$ cat config.mk
export PLATFORM = sky130hd
export DESIGN_NAME = vga_timing_gen_flat
export DESIGN_NICKNAME = d
export VERILOG_FILES = /design/src/rtl/vga_timing_if.sv /design/src/rtl/vga_timing_gen.sv /design/src/flat_wrapper.sv
export SDC_FILE = /design/constraint.sdc
export NUM_CORES = 1
export LEC_CHECK = 0
export CAP_MARGIN = 20
export CORE_MARGIN = 2
export CORE_UTILIZATION = 48
export CTS_BUF_LIST = sky130_fd_sc_hd__clkbuf_4 sky130_fd_sc_hd__clkbuf_8
export DETAILED_ROUTE_END_ITERATION = 8
export PLACE_DENSITY = 0.79
export SKIP_LAST_GASP = 1
export SLEW_MARGIN = 20
export SYNTH_ARGS = -nofsm -noshare
export SYNTH_HDL_FRONTEND = slang
export SYNTH_SLANG_ARGS = --single-unit
$ cat constraint.sdc
create_clock -name clk -period 1.9 [get_ports clk]
set_input_delay 0.285 -clock clk [delete_from_list [all_inputs] [get_ports clk]]
set_output_delay 0.285 -clock clk [all_outputs]
set_load 0.02 [all_outputs]
$ cat src/rtl/vga_timing_if.sv
// vga_timing_if: pixel-enable input and timing outputs of the VGA timing
// generator, bundled for connection between the generator (master) and
// its consumer (slave).
interface vga_timing_if;
  logic       pix_en;
  logic [9:0] hpos;
  logic [9:0] vpos;
  logic       hsync;
  logic       vsync;
  logic       visible;
  logic       line_start;
  logic       frame_start;
  logic [7:0] frame_count;

  modport master (
    input  pix_en,
    output hpos, vpos, hsync, vsync, visible, line_start, frame_start, frame_count
  );

  modport slave (
    output pix_en,
    input  hpos, vpos, hsync, vsync, visible, line_start, frame_start, frame_count
  );
endinterface

$ cat src/rtl/vga_timing_gen.sv
// vga_timing_gen: horizontal/vertical pixel counters with registered sync,
// visible-area and line/frame start flags, all aligned to the position
// they describe. Define VGA_FRAME_COUNT_EN to enable frame_start and the
// 8-bit completed-frame counter; otherwise both outputs are tied to 0.
module vga_timing_gen #(
  parameter int H_DISPLAY = 640,
  parameter int H_FRONT   = 16,
  parameter int H_SYNC    = 96,
  parameter int H_BACK    = 48,
  parameter int V_DISPLAY = 480,
  parameter int V_FRONT   = 10,
  parameter int V_SYNC    = 2,
  parameter int V_BACK    = 33
) (
  input  logic         clk,
  input  logic         rst_n,
  vga_timing_if.master bus
);

  localparam logic [9:0] H_LAST   = 10'(H_DISPLAY + H_FRONT + H_SYNC + H_BACK - 1);
  localparam logic [9:0] V_LAST   = 10'(V_DISPLAY + V_FRONT + V_SYNC + V_BACK - 1);
  localparam logic [9:0] H_VIS    = 10'(H_DISPLAY);
  localparam logic [9:0] V_VIS    = 10'(V_DISPLAY);
  localparam logic [9:0] HS_FIRST = 10'(H_DISPLAY + H_FRONT);
  localparam logic [9:0] HS_LAST  = 10'(H_DISPLAY + H_FRONT + H_SYNC - 1);
  localparam logic [9:0] VS_FIRST = 10'(V_DISPLAY + V_FRONT);
  localparam logic [9:0] VS_LAST  = 10'(V_DISPLAY + V_FRONT + V_SYNC - 1);

  logic [9:0] hpos_q, hpos_d;
  logic [9:0] vpos_q, vpos_d;
  logic       hsync_q, hsync_d;
  logic       vsync_q, vsync_d;
  logic       visible_q, visible_d;
  logic       line_start_q, line_start_d;
  logic       frame_wrap;

  // Next position and the flags describing it, so the registered flags line
  // up with the registered position without a combinational path from pix_en.
  always_comb begin
    // NOTE: every signal gets a default before any branch so no latch is inferred.
    hpos_d     = hpos_q + 10'd1;
    vpos_d     = vpos_q;
    frame_wrap = 1'b0;
    if (hpos_q == H_LAST) begin
      hpos_d = 10'd0;
      if (vpos_q == V_LAST) begin
        vpos_d     = 10'd0;
        frame_wrap = 1'b1;
      end else begin
        vpos_d = vpos_q + 10'd1;
      end
    end
    hsync_d      = !((hpos_d >= HS_FIRST) && (hpos_d <= HS_LAST));
    vsync_d      = !((vpos_d >= VS_FIRST) && (vpos_d <= VS_LAST));
    visible_d    = (hpos_d < H_VIS) && (vpos_d < V_VIS);
    line_start_d = (hpos_d == 10'd0);
  end

  // Position and flag registers: synchronous reset to the (0,0) state, step on pix_en.
  always_ff @(posedge clk) begin
    // NOTE: sequential state uses non-blocking assignments so all registers
    // sample the same pre-edge values.
    if (!rst_n) begin
      hpos_q       <= 10'd0;
      vpos_q       <= 10'd0;
      hsync_q      <= 1'b1;
      vsync_q      <= 1'b1;
      visible_q    <= 1'b1;
      line_start_q <= 1'b1;
    end else if (bus.pix_en) begin
      hpos_q       <= hpos_d;
      vpos_q       <= vpos_d;
      hsync_q      <= hsync_d;
      vsync_q      <= vsync_d;
      visible_q    <= visible_d;
      line_start_q <= line_start_d;
    end
  end

`ifdef VGA_FRAME_COUNT_EN
  logic       frame_start_q;
  logic [7:0] frame_count_q;

  // Frame start flag and completed-frame counter, advanced on the frame wrap step.
  always_ff @(posedge clk) begin
    if (!rst_n) begin
      frame_start_q <= 1'b1;
      frame_count_q <= 8'd0;
    end else if (bus.pix_en) begin
      frame_start_q <= line_start_d && (vpos_d == 10'd0);
      if (frame_wrap) begin
        frame_count_q <= frame_count_q + 8'd1;
      end
    end
  end

  assign bus.frame_start = frame_start_q;
  assign bus.frame_count = frame_count_q;
`else
  logic unused_frame_wrap;
  assign unused_frame_wrap = frame_wrap;
  assign bus.frame_start   = 1'b0;
  assign bus.frame_count   = 8'd0;
`endif

  assign bus.hpos       = hpos_q;
  assign bus.vpos       = vpos_q;
  assign bus.hsync      = hsync_q;
  assign bus.vsync      = vsync_q;
  assign bus.visible    = visible_q;
  assign bus.line_start = line_start_q;

endmodule

$ cat src/flat_wrapper.sv
// flat-port wrapper written by rule: the top's interface ports become plain ports
module vga_timing_gen_flat 
#(
  parameter int H_DISPLAY = 640,
  parameter int H_FRONT   = 16,
  parameter int H_SYNC    = 96,
  parameter int H_BACK    = 48,
  parameter int V_DISPLAY = 480,
  parameter int V_FRONT   = 10,
  parameter int V_SYNC    = 2,
  parameter int V_BACK    = 33
)
  (clk, rst_n, bus_pix_en, bus_hpos, bus_vpos, bus_hsync, bus_vsync, bus_visible, bus_line_start, bus_frame_start, bus_frame_count);
  vga_timing_if bus_i ();
  input  logic clk;
  input  logic rst_n;
  input wire logic [$bits(bus_i.pix_en)-1:0] bus_pix_en;
  output wire logic [$bits(bus_i.hpos)-1:0] bus_hpos;
  output wire logic [$bits(bus_i.vpos)-1:0] bus_vpos;
  output wire logic [$bits(bus_i.hsync)-1:0] bus_hsync;
  output wire logic [$bits(bus_i.vsync)-1:0] bus_vsync;
  output wire logic [$bits(bus_i.visible)-1:0] bus_visible;
  output wire logic [$bits(bus_i.line_start)-1:0] bus_line_start;
  output wire logic [$bits(bus_i.frame_start)-1:0] bus_frame_start;
  output wire logic [$bits(bus_i.frame_count)-1:0] bus_frame_count;
  assign bus_i.pix_en = bus_pix_en;
  assign bus_hpos = bus_i.hpos;
  assign bus_vpos = bus_i.vpos;
  assign bus_hsync = bus_i.hsync;
  assign bus_vsync = bus_i.vsync;
  assign bus_visible = bus_i.visible;
  assign bus_line_start = bus_i.line_start;
  assign bus_frame_start = bus_i.frame_start;
  assign bus_frame_count = bus_i.frame_count;
  vga_timing_gen #(.H_DISPLAY(H_DISPLAY), .H_FRONT(H_FRONT), .H_SYNC(H_SYNC), .H_BACK(H_BACK), .V_DISPLAY(V_DISPLAY), .V_FRONT(V_FRONT), .V_SYNC(V_SYNC), .V_BACK(V_BACK)) u_core (.clk(clk), .rst_n(rst_n), .bus(bus_i));
endmodule
Word-level counts from Yosys, hierarchy flattened
Cells that the tools add are included.
{"block": "op_classes", "addsub": 2, "n_lt_le_gt_ge": 6, "eq_ne": 2, "n_mux": 3, "reduce_logical": 6}
{"operator": "10-bit two-way mux", "n": 3}
{"operator": "10-bit by 1-bit adder with 10-bit output (second input constant)", "n": 2}
{"operator": "10-bit == test (second input constant)", "n": 2}
{"operator": "10-bit greater-or-equal comparator (second input constant)", "n": 1}
{"operator": "10-bit by 9-bit greater-or-equal comparator with 1-bit output (second input constant)", "n": 1}
{"operator": "10-bit less-or-equal comparator (second input constant)", "n": 1}
{"operator": "10-bit by 9-bit less-or-equal comparator with 1-bit output (second input constant)", "n": 1}
{"operator": "10-bit logical NOT", "n": 1}
{"operator": "10-bit < comparator (second input constant)", "n": 1}
{"operator": "10-bit by 9-bit < comparator with 1-bit output (second input constant)", "n": 1}
{"operator": "1-bit logical AND", "n": 3}
{"operator": "1-bit logical NOT", "n": 2}
{"block": "word_totals", "regBits": 24, "wordCells": 25}

Logic depth before layout (Yosys ltp)
{"block": "depth", "depth_word": 6, "ltp_mapped": 8, "ltp_nobuf": 7}

Worst setup path before layout
OpenSTA, ideal clock, no wires.
{"block": "synth_timing", "kind": "register -> register", "from": "register u_core.hpos_q[0], in the netlist u_core.bus.hpos[0]", "to": "register u_core.visible_q, in the netlist u_core.bus.visible", "arrival_ns": 1.927, "path_slack_ns": -0.123, "path_stages_with_launch": 9, "path_buffers": 2, "period_less_slack_ns": 2.023, "cell_sequence": "dfxtp_1 ha_1 and4_1 buf_2 and3_4 buf_8 a311oi_1 a21boi_1 o41ai_2"}
{"block": "synth_between", "elab_chain_cells": 4, "word_cells_on_any_way": 7}
{"item": "start, declared", "line_no": "vga_timing_gen.sv:29", "source": "logic [9:0] hpos_q, hpos_d;"}
{"item": "start signal, assigned", "line_no": "vga_timing_gen.sv:71", "source": "hpos_q <= hpos_d;"}
{"item": "10-bit by 1-bit adder with 10-bit output / 10-bit == test (equally long branches)", "line_no": "vga_timing_gen.sv:41, vga_timing_gen.sv:44"}
{"item": "10-bit two-way mux", "line_no": "vga_timing_gen.sv:44", "source": "if (hpos_q == H_LAST) begin"}
{"item": "10-bit < comparator / 10-bit by 9-bit < comparator with 1-bit output (equally long branches)", "line_no": "vga_timing_gen.sv:55", "source": "visible_d = (hpos_d < H_VIS) && (vpos_d < V_VIS);"}
{"item": "1-bit logical AND (*)", "line_no": "vga_timing_gen.sv:55"}
{"item": "end signal, assigned", "line_no": "vga_timing_gen.sv:75", "source": "visible_q <= visible_d;"}
{"item": "end, declared", "line_no": "vga_timing_gen.sv:33", "source": "logic visible_q, visible_d;"}
Every way passes the cells marked *; elsewhere a longest branch is shown, timed or not.
A chain may end at the register's enable or synchronous reset.

Final worst setup path
{"block": "layout_timing", "from": "register u_core.vpos_q[5], in the netlist u_core.bus.vpos[5]", "to": "register u_core.vsync_q, in the netlist u_core.bus.vsync"}
{"block": "layout_between", "elab_chain_cells": 6, "word_cells_on_any_way": 8}
{"item": "start, declared", "line_no": "vga_timing_gen.sv:30", "source": "logic [9:0] vpos_q, vpos_d;"}
{"item": "start signal, assigned", "line_no": "vga_timing_gen.sv:72", "source": "vpos_q <= vpos_d;"}
{"item": "10-bit by 1-bit adder with 10-bit output / 10-bit == test (equally long branches)", "line_no": "vga_timing_gen.sv:50, vga_timing_gen.sv:46"}
{"item": "10-bit two-way mux", "line_no": "vga_timing_gen.sv:46", "source": "if (vpos_q == V_LAST) begin"}
{"item": "10-bit two-way mux (*)", "line_no": "vga_timing_gen.sv:44"}
{"item": "10-bit by 9-bit greater-or-equal comparator with 1-bit output / 10-bit by 9-bit less-or-equal comparator with 1-bit output (equally long branches)", "line_no": "vga_timing_gen.sv:54", "source": "vsync_d = !((vpos_d >= VS_FIRST) && (vpos_d <= VS_LAST));"}
{"item": "1-bit logical AND (*)", "line_no": "vga_timing_gen.sv:54"}
{"item": "1-bit logical NOT (*)", "line_no": "vga_timing_gen.sv:54"}
{"item": "end signal, assigned", "line_no": "vga_timing_gen.sv:74", "source": "vsync_q <= vsync_d;"}
{"item": "end, declared", "line_no": "vga_timing_gen.sv:32", "source": "logic vsync_q, vsync_d;"}
Marks and branches as above.

==> flow_summary.yaml <==
floorplanning:
  rows: 21
  fp.dieArea_um2: 4110
  coreArea_um2: 3390
  die_x_um: 64.1
  fp.dieH_um: 64.1
  start_util: 0.511
  ios: 36
final_layout:
  final_cell_count_no_fill: 304
  final_util: 0.667
  drive_gt1_frac: 0.256
  nNetsFinal: 266
  n_antenna_cell: 0
  syn2layout_area_growth_pct: 30.5
detailed_routing:
  avgViaCountPerCell: 5.58
  drt_iter0_drc: 127
  drt_pre_antenna_iters: 6
  wl_per_cell_um: 13.9
  wirelength_mm: 4.21
  drc_errors: 0
  num_vias: 1697
  final_antenna_net_count: 0
cts:
  cts_sinks: 24
  path_clk_slew_ps: 140
  insertion_delay_ps: 310
  cts_hold_buf: 0
  cts_made_buffers: 3
  cts_root_buffer: "clkbuf_4"
  cts_tree: "built"
  htree_levels: 1
  clockBufferDepth: 2
worst_hold_path:
  min_path_cells: 2
  holdPathEnd: "u_core.bus.line_start"
  hold_class: "reg -> reg"
  min_from: "u_core.bus.line_start"
critical_path:
  reg2reg_slack_ps: 40
  reg2reg_depth: 6
  cp.arrival_ps: 2100
  critPathMaxFanout: 5
  reg2reg_to: "u_core.bus.vsync"
  end_kind: "flip-flop"
  crit_required_ps: 2140
  r2r-start: "u_core.bus.vpos[5]"
  crit_path_start_kind: "flip-flop"
  crit_type: "reg -> reg"
synth:
  syn_inst: 212
  synth_area_um2: 1730
  ys_ff_latch: 24
  synth-seq-area-share: 0.277
  yosysWarnings: 0
  yosysMostFrequentCell: "dfxtp_1"
  async_flop_share: 0
  synthDistinctLibCells: 60
  yosysTopAreaCellShare: 0.277
  synth_commonest_cells: "dfxtp_1 (24), nand2_1 (17), buf_4 (11)"
  synth.area.top_cells: "dfxtp_1 (28%), buf_4 (4.8%), xnor2_1 (4.0%)"
  ys.flop_type: "dfxtp_1"
  synth_top_area_cell: "dfxtp_1"
  synth_edf_count: 0
  post_synth.cell_area_avg_um2: 8.17
placed_design:
  hpwl_mm: 3.01
  place_ws_ps: -33.6
  io_buffers: 26
  place_congestion: 0.940
  place_inst: 296
pwr:
  cellPowerDensity_nw_per_um2: 400
  power.total_uw: 905
  vdd_drop_max_uv: 346
  power_leakage_uw: 0.000892
sta:
  skew_ps: 6.48
  slew_viol_final: 0
  finalCritPeriodShare: 0.979
  setup_viol: 0
  period_minus_slack_ps: 1860
  clock.fmax_mhz: 537
  layout_setup_ws_ps: 39.3
  finalHoldViolCount: 0
  holdWs_ps: 508
flow_run:
  max_cap_violations: 0
global_routing:
  grt_max_degree: 14
  grt_pass1_wl_mm: 6.92
  grt_usage: 0.205
  grt_pass1_vias: 1504
  grt-ovfl-total: 0
  antenna_found_initial: 0
outcome:
  status: "finished, final reports clean"
[layout by cell type (no fill, tap or decap), types with 3 or more instances in the layout]
master / n
buf_4: 35
xnor2_1: 8
ha_1: 3
a21boi_0: 3
nor3b_1: 3
dfxtp_1: 17
a21oi_1: 9
nand3_1: 8
conb_1: 9
nor3_1: 5
clkbuf_4: 3
nor2_1: 8
and2_1: 8
o21ai_0: 9
nor4_1: 4
nand2_1: 17
a31oi_1: 3
xor2_1: 4
nand4_1: 5
nor2b_1: 4
a21boi_1: 4
inv_1: 9
clkdlybuf4s50_1: 26
dfxtp_2: 5
[how the worst max path moves through the flow]
stage / startpoint / endpoint / slack (ps) / depth (start not counted)
after global routing: u_core.bus.vpos[5] / u_core.bus.vsync / -20 / 6
after floorplan: u_core.bus.hpos[0] / u_core.bus.visible / 9 / 8
after CTS: u_core.bus.hpos[7] / bus_hpos[7] / 2 / 2
final: u_core.bus.vpos[5] / u_core.bus.vsync / 40 / 6
after global placement: u_core.bus.hpos[0] / u_core.bus.vpos[7] / 10 / 6
after detailed placement: u_core.bus.hpos[0] / u_core.bus.vpos[7] / -30 / 6
[power breakdown]
group | switching, uW | leakage [uW] | total (uW) | internal, uW
registers | 8.51 | 0.000198 | 520 | 511
clock network | 162 | 0.0000210 | 279 | 117
logic | 60.7 | 0.000673 | 106 | 45.7
total | 231 | 0.000892 | 905 | 674
[worst max-delay path, stage by stage, from the launching register on]
cell,delay [ps]
dfxtp_1,340
or3b_4,410
nor4_4,390
buf_4,210
nor4_1,50
o22a_1,200
a41oi_1,200
[cells by family (layout without fill, tap and decap cells)]
logic type,Yosys count,count (layout),synth area share
AO/OA/AOI/OAI,49,49,0.200
XOR/XNOR,12,12,0.0606
adder cells (fa/ha/maj),4,4,0.0289
buffers and inverters,36,74,0.134
flip-flops,24,24,0.277
other,1,9,0.00216
AND/OR/NAND/NOR,86,86,0.297
[area by class of cell]
type | count | area (um^2)
fillers | 273 | 1130
multi-input cells | 160 | 1120
repair buffers | 61 | 523
flip-flops and latches | 24 | 494
well taps | 46 | 57.6
clock buffers | 4 | 36.3
inverters | 9 | 33.8
[routing by layer]
layer	GRT usage	vias to the layer above	share of wire
met5	0	-	0
met4	0.0516	0	0.0064
met3	0.0194	2	0.051
met2	0.326	50	0.48
met1	0.298	817	0.46
li1	-	828	-
[flip-flops by register name, indices dropped and copies added, names as in the netlist]
register               cells
u_core.bus.hpos           10
u_core.bus.hsync           1
u_core.bus.vsync           1
u_core.bus.visible         1
u_core.bus.line_start      1
u_core.bus.vpos           10
[stage by stage]
| step | instance area [um^2] | setup TNS [ps] |
|---|---|---|
| after global routing | 2260 | -39.6 |
| after global placement | 2120 | 0 |
| final | 2260 | 0 |
| after CTS | 2170 | 0 |
| after detailed placement | 2120 | -60.5 |
| after floorplan | 1770 | 0 |
[what timing repair did]
| action | 4_1_cts | 5_1_grt |
|---|---|---|
| endpoints found under the hold margin | 0 | 0 |
| resized for setup | 1 | 17 |
| setup buffers | 1 | 4 |
| pin swaps | 1 | 8 |
| setup endpoints to repair | 5 | 14 |
Power figures use the tool's default switching activity.
